`src/rtl/spi_xfer_arbiter.sv`:
```
// Round-robin arbiter that shares one SPI transaction engine among N_REQ requesters.
// Drives the go/end handshake, returns read data, enforces an idle gap and a watchdog.
module spi_xfer_arbiter #(
    parameter int N_REQ      = 3,
    parameter int P2S_W      = 16,
    parameter int S2P_W      = 8,
    parameter int GAP_CYCLES = 4,
    parameter int TO_W       = 12
) (
    input  logic                     iSPI_CLK,
    input  logic                     iRSTN,
    input  logic [N_REQ-1:0]         iREQ,
    input  logic [N_REQ*P2S_W-1:0]   iREQ_DATA,
    output logic [N_REQ-1:0]         oGNT,
    output logic [N_REQ-1:0]         oDONE,
    output logic [S2P_W-1:0]         oRD_DATA,
    output logic                     oTIMEOUT,
    output logic                     oBUSY,
    output logic                     oSPI_GO,
    output logic [P2S_W-1:0]         oP2S_DATA,
    input  logic                     iSPI_END,
    input  logic [S2P_W-1:0]         iS2P_DATA
);

    localparam int IW = (N_REQ > 1) ? $clog2(N_REQ) : 1;
    localparam int GW = (GAP_CYCLES > 0) ? $clog2(GAP_CYCLES + 1) : 1;
    localparam logic [GW-1:0] GAP_LAST =
        GW'((GAP_CYCLES > 0) ? GAP_CYCLES - 1 : 0);
    // Abort on the edge where the watchdog would reach 2^TO_W-1.
    localparam logic [TO_W-1:0] WD_LAST = {{(TO_W-1){1'b1}}, 1'b0};

    typedef enum logic [1:0] {
        IDLE,
        XFER,
        RELEASE,
        GAP
    } state_t;

    state_t          state;
    logic [IW-1:0]   last;
    logic [IW-1:0]   owner;
    logic [TO_W-1:0] wdog;
    logic [GW-1:0]   gap_cnt;

    logic [IW-1:0]   pick;
    logic            found;
    int              k;

    // First requester after the last winner, wrapping modulo N_REQ.
    always_comb begin
        pick  = '0;
        found = 1'b0;
        k     = 0;
        for (int j = 1; j <= N_REQ; j++) begin
            k = int'(last) + j;
            if (k >= N_REQ) k = k - N_REQ;
            if (!found && iREQ[k]) begin
                found = 1'b1;
                pick  = IW'(k);
            end
        end
    end

    always_ff @(posedge iSPI_CLK) begin
        if (!iRSTN) begin
            state     <= IDLE;
            last      <= IW'(N_REQ - 1);
            owner     <= '0;
            wdog      <= '0;
            gap_cnt   <= '0;
            oGNT      <= '0;
            oDONE     <= '0;
            oRD_DATA  <= '0;
            oTIMEOUT  <= 1'b0;
            oBUSY     <= 1'b0;
            oSPI_GO   <= 1'b0;
            oP2S_DATA <= '0;
        end else begin
            oDONE    <= '0;
            oTIMEOUT <= 1'b0;
            case (state)
                IDLE: begin
                    if (found && !iSPI_END) begin
                        owner     <= pick;
                        oGNT      <= {{(N_REQ-1){1'b0}}, 1'b1} << pick;
                        oP2S_DATA <= iREQ_DATA[int'(pick)*P2S_W +: P2S_W];
                        oSPI_GO   <= 1'b1;
                        oBUSY     <= 1'b1;
                        wdog      <= '0;
                        state     <= XFER;
                    end
                end
                XFER: begin
                    if (iSPI_END || wdog == WD_LAST) begin
                        oSPI_GO  <= 1'b0;
                        oRD_DATA <= iSPI_END ? iS2P_DATA : '0;
                        oTIMEOUT <= !iSPI_END;
                        oDONE    <= oGNT;
                        last     <= owner;
                        state    <= RELEASE;
                    end else begin
                        wdog <= wdog + 1'b1;
                    end
                end
                RELEASE: begin
                    if (!iSPI_END) begin
                        oGNT <= '0;
                        if (GAP_CYCLES == 0) begin
                            oBUSY <= 1'b0;
                            state <= IDLE;
                        end else begin
                            gap_cnt <= '0;
                            state   <= GAP;
                        end
                    end
                end
                GAP: begin
                    if (gap_cnt == GAP_LAST) begin
                        oBUSY <= 1'b0;
                        state <= IDLE;
                    end else begin
                        gap_cnt <= gap_cnt + 1'b1;
                    end
                end
                default: state <= IDLE;
            endcase
        end
    end

endmodule

```
`config.mk`:
```
export PLATFORM = sky130hd
export DESIGN_NAME = spi_xfer_arbiter
export DESIGN_NICKNAME = d
export VERILOG_FILES = /design/src/rtl/spi_xfer_arbiter.sv
export SDC_FILE = /design/constraint.sdc
export NUM_CORES = 1
export LEC_CHECK = 0
export CAP_MARGIN = 20
export CORE_MARGIN = 4
export CORE_UTILIZATION = 28
export CTS_BUF_LIST = sky130_fd_sc_hd__clkbuf_4 sky130_fd_sc_hd__clkbuf_8 sky130_fd_sc_hd__clkbuf_16
export DETAILED_ROUTE_END_ITERATION = 7
export SKIP_CTS_REPAIR_TIMING = 1
export SLEW_MARGIN = 10
export SYNTH_ARGS = -nofsm -noshare
export SYNTH_HDL_FRONTEND = slang
export SYNTH_SLANG_ARGS = --single-unit
```
`constraint.sdc`:
```
create_clock -name iSPI_CLK -period 2.94 [get_ports iSPI_CLK]
set_clock_uncertainty 0.2 [all_clocks]
set_input_delay 0.588 -clock iSPI_CLK [delete_from_list [all_inputs] [get_ports iSPI_CLK]]
set_output_delay 0.588 -clock iSPI_CLK [all_outputs]
set_load 0.005 [all_outputs]
```
### Word level (Yosys, flattened, before mapping)

Index checks and enable logic that the tools add are counted.

| storage, ports and cells | value |
|---|---|
| register bits after elaboration | 54 |
| word-level logic and storage cells | 97 |

| operators by class | value |
|---|---|
| add/sub/neg operators | 8 |
| magnitude comparators | 6 |
| equality and inequality tests | 11 |
| shift operators | 2 |
| multiplexer cells | 37 |
| reduce and logical (&&, ||, !) cells | 21 |

Operators with widths:

| kind | number |
|---|---|
| 32-bit by 4-bit < comparator with 1-bit output, second input constant | 3 |
| 32-bit two-way mux | 3 |
| 48-bit by 7-bit variable part select with 16-bit output | 1 |
| 12-bit two-way mux | 2 |
| 12-bit case mux with 2 select lines | 1 |
| 3-bit AND reduction | 6 |
| 2-bit two-way mux | 7 |
| 12-bit by 1-bit adder with 12-bit output, second input constant | 1 |
| 12-bit equality test, second input constant | 1 |
| 1-bit two-way mux | 12 |
| 2-bit inequality test, second input constant | 6 |
| 3-bit case mux with 2 select lines | 2 |
| 3-bit by 2-bit subtractor with 4-bit output, second input constant | 3 |
| 3-bit by 2-bit >= comparator with 1-bit output, second input constant | 3 |
| 3-bit two-way mux | 3 |
| 8-bit two-way mux | 1 |
| 2-bit case mux with 4 select lines | 1 |
| 2-bit nonzero test | 4 |
| 2-bit by 2-bit adder with 3-bit output, second input constant | 2 |
| 1-bit binary-select mux with 2-bit select | 3 |
| 2-bit equality test, second input constant | 2 |
| 1-bit case mux with 2 select lines | 2 |
| 2-bit AND reduction | 2 |
| 4-bit AND reduction | 1 |
| 9 further kinds | 13 |

### Depth between registers and ports, before layout

| logic depth | value |
|---|---|
| depth in word-level cells | 16 |
| gate-level depth with buffers | 11 |
| gate-level depth less buffers | 7 |

### Worst setup path before layout

Ideal clock, no wire load.

| timing path | value |
|---|---|
| kind | register to register |
| start point | register last[0] |
| end point | register oP2S_DATA[11] |
| data arrival time | 2.317 ns |
| data required time | 2.659 ns |
| slack | 0.342 ns |
| stages on the path, launching flop included | 10 |
| path buffers | 3 |
| path through | dfxtp_1 > buf_2 > inv_1 > ha_1 > buf_2 > o221a_1 > nor3_1 > buf_2 > o311ai_0 > a41oi_1 |

| between the ends | value |
|---|---|
| word-level cells in the longest chain between the ends | 15 |
| elaborated cells on any way between the ends | 34 |
| those cells by class | add/sub: 6; order compare: 3; shift: 1; mux: 18; reduce/logical: 6 |

RTL lines:

| element | RTL line | text |
|---|---|---|
| from (decl) | 40 | `logic [IW-1:0] last;` |
| from (signal assigned) | 67 | `last <= IW'(N_REQ - 1);` |
| from (signal assigned) | 99 | `last <= owner;` |
| parallel branches: the longest is 15 deep, another holds 3-bit by 2-bit subtractor with 4-bit output | n/a |  |
| to (signal assigned) | 86 | `oP2S_DATA <= iREQ_DATA[int'(pick)*P2S_W +: P2S_W];` |
| to (decl) | 20 | `output logic [P2S_W-1:0] oP2S_DATA,` |

Parallel ways; which one is timed is not known. The select of a mux whose other input is x is not followed.
A chain may end at the register's enable or synchronous reset.

### Worst setup path in the final report

| timing path | value |
|---|---|
| start point | input port iREQ[0] |
| end point | register wdog[11] |

| between the ends | value |
|---|---|
| word-level cells in the longest chain between the ends | 13 |
| elaborated cells on any way between the ends | 19 |
| those cells by class | eq/ne: 1; mux: 12; reduce/logical: 6 |

RTL lines:

| element | RTL line | text |
|---|---|---|
| from (decl) | 12 | `input logic [N_REQ-1:0] iREQ,` |
| 1-bit binary-select mux with 2-bit select | 57 | `if (!found && iREQ[k]) begin` |
| 1-bit two-way mux (implied by the code) (2 in a row) | 57 |  |
| 1-bit two-way mux | 57 |  |
| 1-bit zero test | 57 |  |
| 1-bit logical AND | 57 |  |
| 1-bit two-way mux | 57 |  |
| 1-bit zero test | 57 |  |
| 1-bit logical AND | 57 |  |
| 1-bit two-way mux * | 57 |  |
| 1-bit logical AND * | 83 | `if (found && !iSPI_END) begin` |
| 2-bit inequality test (no source line) * | n/a |  |
| 3-bit AND reduction (no source line) * | n/a |  |
| to (signal assigned) | 102 | `wdog <= wdog + 1'b1;` |
| to (decl) | 42 | `logic [TO_W-1:0] wdog;` |

Every way passes the cells marked *; elsewhere a longest branch is shown, timed or not. The select of a mux whose other input is x is not followed.

==> summary.log <==
INFO  route          detail_route.drc_violations=0
INFO  route          antenna_left=0
INFO  cells_and_area ratio_of_cells_with_drive_above_1_in_the_final_layout=8.315%
INFO  route          drt_first_pass_iters=5
INFO  synth          netlist_area_before_placement=0.002993mm²
INFO  route          first_iter_violations=140
INFO  power_and_ir_drop leakage=1.446nW
INFO  timing         grt_setup_unrepaired=no
INFO  synth          synth.yosys.seq_area_share=36.12%
INFO  route          final_routed_wirelength_across_all_metal_layers=9.452mm
INFO  timing         finalSetupTns=0ps
INFO  worst_hold_path holdCritStartpoint=owner[1]
INFO  synth          synth_fp_nets=419
INFO  synth          synth_cell_type_count=50
INFO  cells_and_area layout_common_cells=clkdlybuf4s50_1, dfxtp_1, o21ai_0
INFO  cts            clkLatencyLatePin=310ps
INFO  synth          synth_enable_flop_cells=0
INFO  setup_path     critPathMaxFanout=24
INFO  cts            clockRootBuffer=clkbuf_8
INFO  floorplan      start_util=28.86%
INFO  cts            cts_num_sinks=54
INFO  worst_hold_path worst_hold_path_type=reg2reg
INFO  cells_and_area area_delta_synth_final=43.39%
INFO  power_and_ir_drop power-per-cell-area=663.5mW/mm²
INFO  placed_design  io_buffers=94
INFO  timing         achievable-frequency=376.3MHz
INFO  timing         fin_crit_sh=90.39%
INFO  synth          number_of_register_bits_inferred_by_synthesis=54
INFO  setup_path     critical_path_required=2980ps
INFO  grt            grt_pass1_vias=3112
INFO  setup_path     cp-end-kind=flip-flop
INFO  setup_path     worst-setup-path-type=in2reg
INFO  outcome        outcome=completed
INFO  setup_path     setup.worst_path.start_class=input pin
INFO  cts            cts.path.max_buffers=2
INFO  timing         slew-limit-headroom=55.23%
INFO  timing         worst_hold_slack=261.0ps
INFO  power_and_ir_drop ir_drop=0.3049mV
INFO  route          via_count=3170
INFO  grt            gr-total-overflow=0
INFO  route          routed_wire_length_per_instance=16.27µm
INFO  cts            deepest_level_of_the_cts_h_tree=2
INFO  floorplan      top_level_ports=95
INFO  cells_and_area num_antenna_cells=0
INFO  grt            grt_max_degree=38
INFO  synth          avgSynthCellArea=8.650µm²
INFO  setup_path     worstPathArrival=2700ps
INFO  synth          ys.flop_type=dfxtp_1
INFO  floorplan      placement_rows=37
INFO  cells_and_area instances_no_fill=581
INFO  synth          postSynthCellCount=346
INFO  timing         timing_worst_slew_pin_value=670.8ps
INFO  synth          ys_async_sr_fraction=0%
INFO  cells_and_area final_common_cell=clkdlybuf4s50_1
INFO  cts            cts.reportedPaths.clkPinSlew=110ps
INFO  grt            initial_antenna_violation_count=0
INFO  placed_design  place.gp.congestion=0.8044
INFO  timing         period_needed=2657ps
INFO  cells_and_area final_net_count=517
INFO  timing         setup_viol=0
INFO  grt            grt_pass1_wl=15.36mm
INFO  synth          yosysWarnings=0
INFO  setup_path     crit-reg2reg-launch=last[0]
INFO  timing         report.final.hold_viol_count=0
INFO  placed_design  place.detailed.instances=573
INFO  grt            global_route.usage.total=14.73%
INFO  cts            cts_tree=yes
INFO  route          detail_route.vias_per_cell=5.456
INFO  timing         maxSlewViolCount=0
INFO  cts            cts_buffers=5
INFO  floorplan      dieArea=0.01241mm²
INFO  placed_design  dp.final_hpwl=6.777mm
INFO  floorplan      core_area=0.01037mm²
INFO  setup_path     setup.worst_path.start=iREQ[0]
INFO  run            maxCapViolations=0
INFO  floorplan      die_y=111.4µm
INFO  floorplan      die_x=111.4µm
cells in the mapped netlist (5+ instances only):
library cell / instances / area share, %
a21oi_1: 19 / 3.2
a22oi_1: 9 / 2.3
a41oi_1: 16 / 4.7
buf_2: 11 / 1.8
clkbuf_1: 13 / 1.6
dfxtp_1: 54 / 36
ha_1: 11 / 4.6
inv_1: 16 / 2.0
mux2i_1: 5 / 1.7
nand2_1: 13 / 1.6
nand3_1: 7 / 1.2
nor2_1: 19 / 2.4
nor3_1: 8 / 1.3
o211ai_1: 19 / 4.8
o21ai_0: 38 / 6.4
o311ai_0: 14 / 4.1
o31ai_1: 10 / 2.5
or4_1: 9 / 2.3
metal layers:
metal	GRT usage [%]	share of wire (%)
met5	0	0
met4	3.893	1.4
met3	3.207	5.5
met2	23.16	47
met1	20.49	46
registers in the layout, summed over array words and instances (netlist names), 3 cells and up:
register,cells
oDONE,3
wdog,12
oGNT,3
oRD_DATA,8
gap_cnt,3
oP2S_DATA,16
stage by stage:
| stage | power (mW) | setup WS [ps] | util [%] | area [µm²] |
|---|---|---|---|---|
| final | 2.847 | 282.5 | 41.39 | 4292 |
| after global routing | 3.044 | 145.3 | 41.39 | 4292 |
| after CTS | 2.866 | 118.5 | 41.36 | 4289 |
| after detailed placement | 2.341 | -143.2 | 40.26 | 4175 |
| after global placement | 2.321 | -108.2 | 40.26 | 4175 |
| after floorplan | 1.750 | 342.4 | - | 2993 |
final cells by class:
class,instances,area (µm²)
Clock buffer,5,68.82
Tap cell,136,170.2
Inverter,16,60.06
Clock inverter,3,45.04
Sequential cell,54,1081
Fill cell,1059,6078
Timing Repair Buffer,118,1159
Multi-Input combinational cell,249,1708
path summary, 6_finish.rpt:
| kind | endpoint | slack [ps] | depth (start not counted) |
|---|---|---|---|
| max reg2reg | wdog[11] | 320 | 8 |
| max | wdog[11] | 280 | 7 |
| min reg2reg | owner[1] | 260 | 2 |
| min | owner[1] | 260 | 2 |
power breakdown:
| group | switching (mW) | internal [mW] |
|---|---|---|
| registers | 0.0900 | 0.880 |
| clock network | 0.264 | 0.254 |
| logic | 0.686 | 0.673 |
| total | 1.04 | 1.81 |
cells by family (layout without fill, tap and decap cells):
kind of cell,count (synthesis),count (layout),share of synthesized area [%]
AO/OA/AOI/OAI,150,150,35.54
AND/OR/NAND/NOR,82,82,14.88
flip-flops,54,54,36.12
buffers and inverters,43,142,6.898
adder cells (fa/ha/maj),11,11,4.599
multiplexers,5,5,1.672
XOR/XNOR,1,1,0.2927
worst max-delay path, cell delays in order:
cell and delay [ps]:
clkdlybuf4s50_1 540, a21boi_1 280, or3b_1 360, a221oi_4 120, buf_12 170, or4_1 480, a21oi_1 160
(Power assumes the default switching activity.)
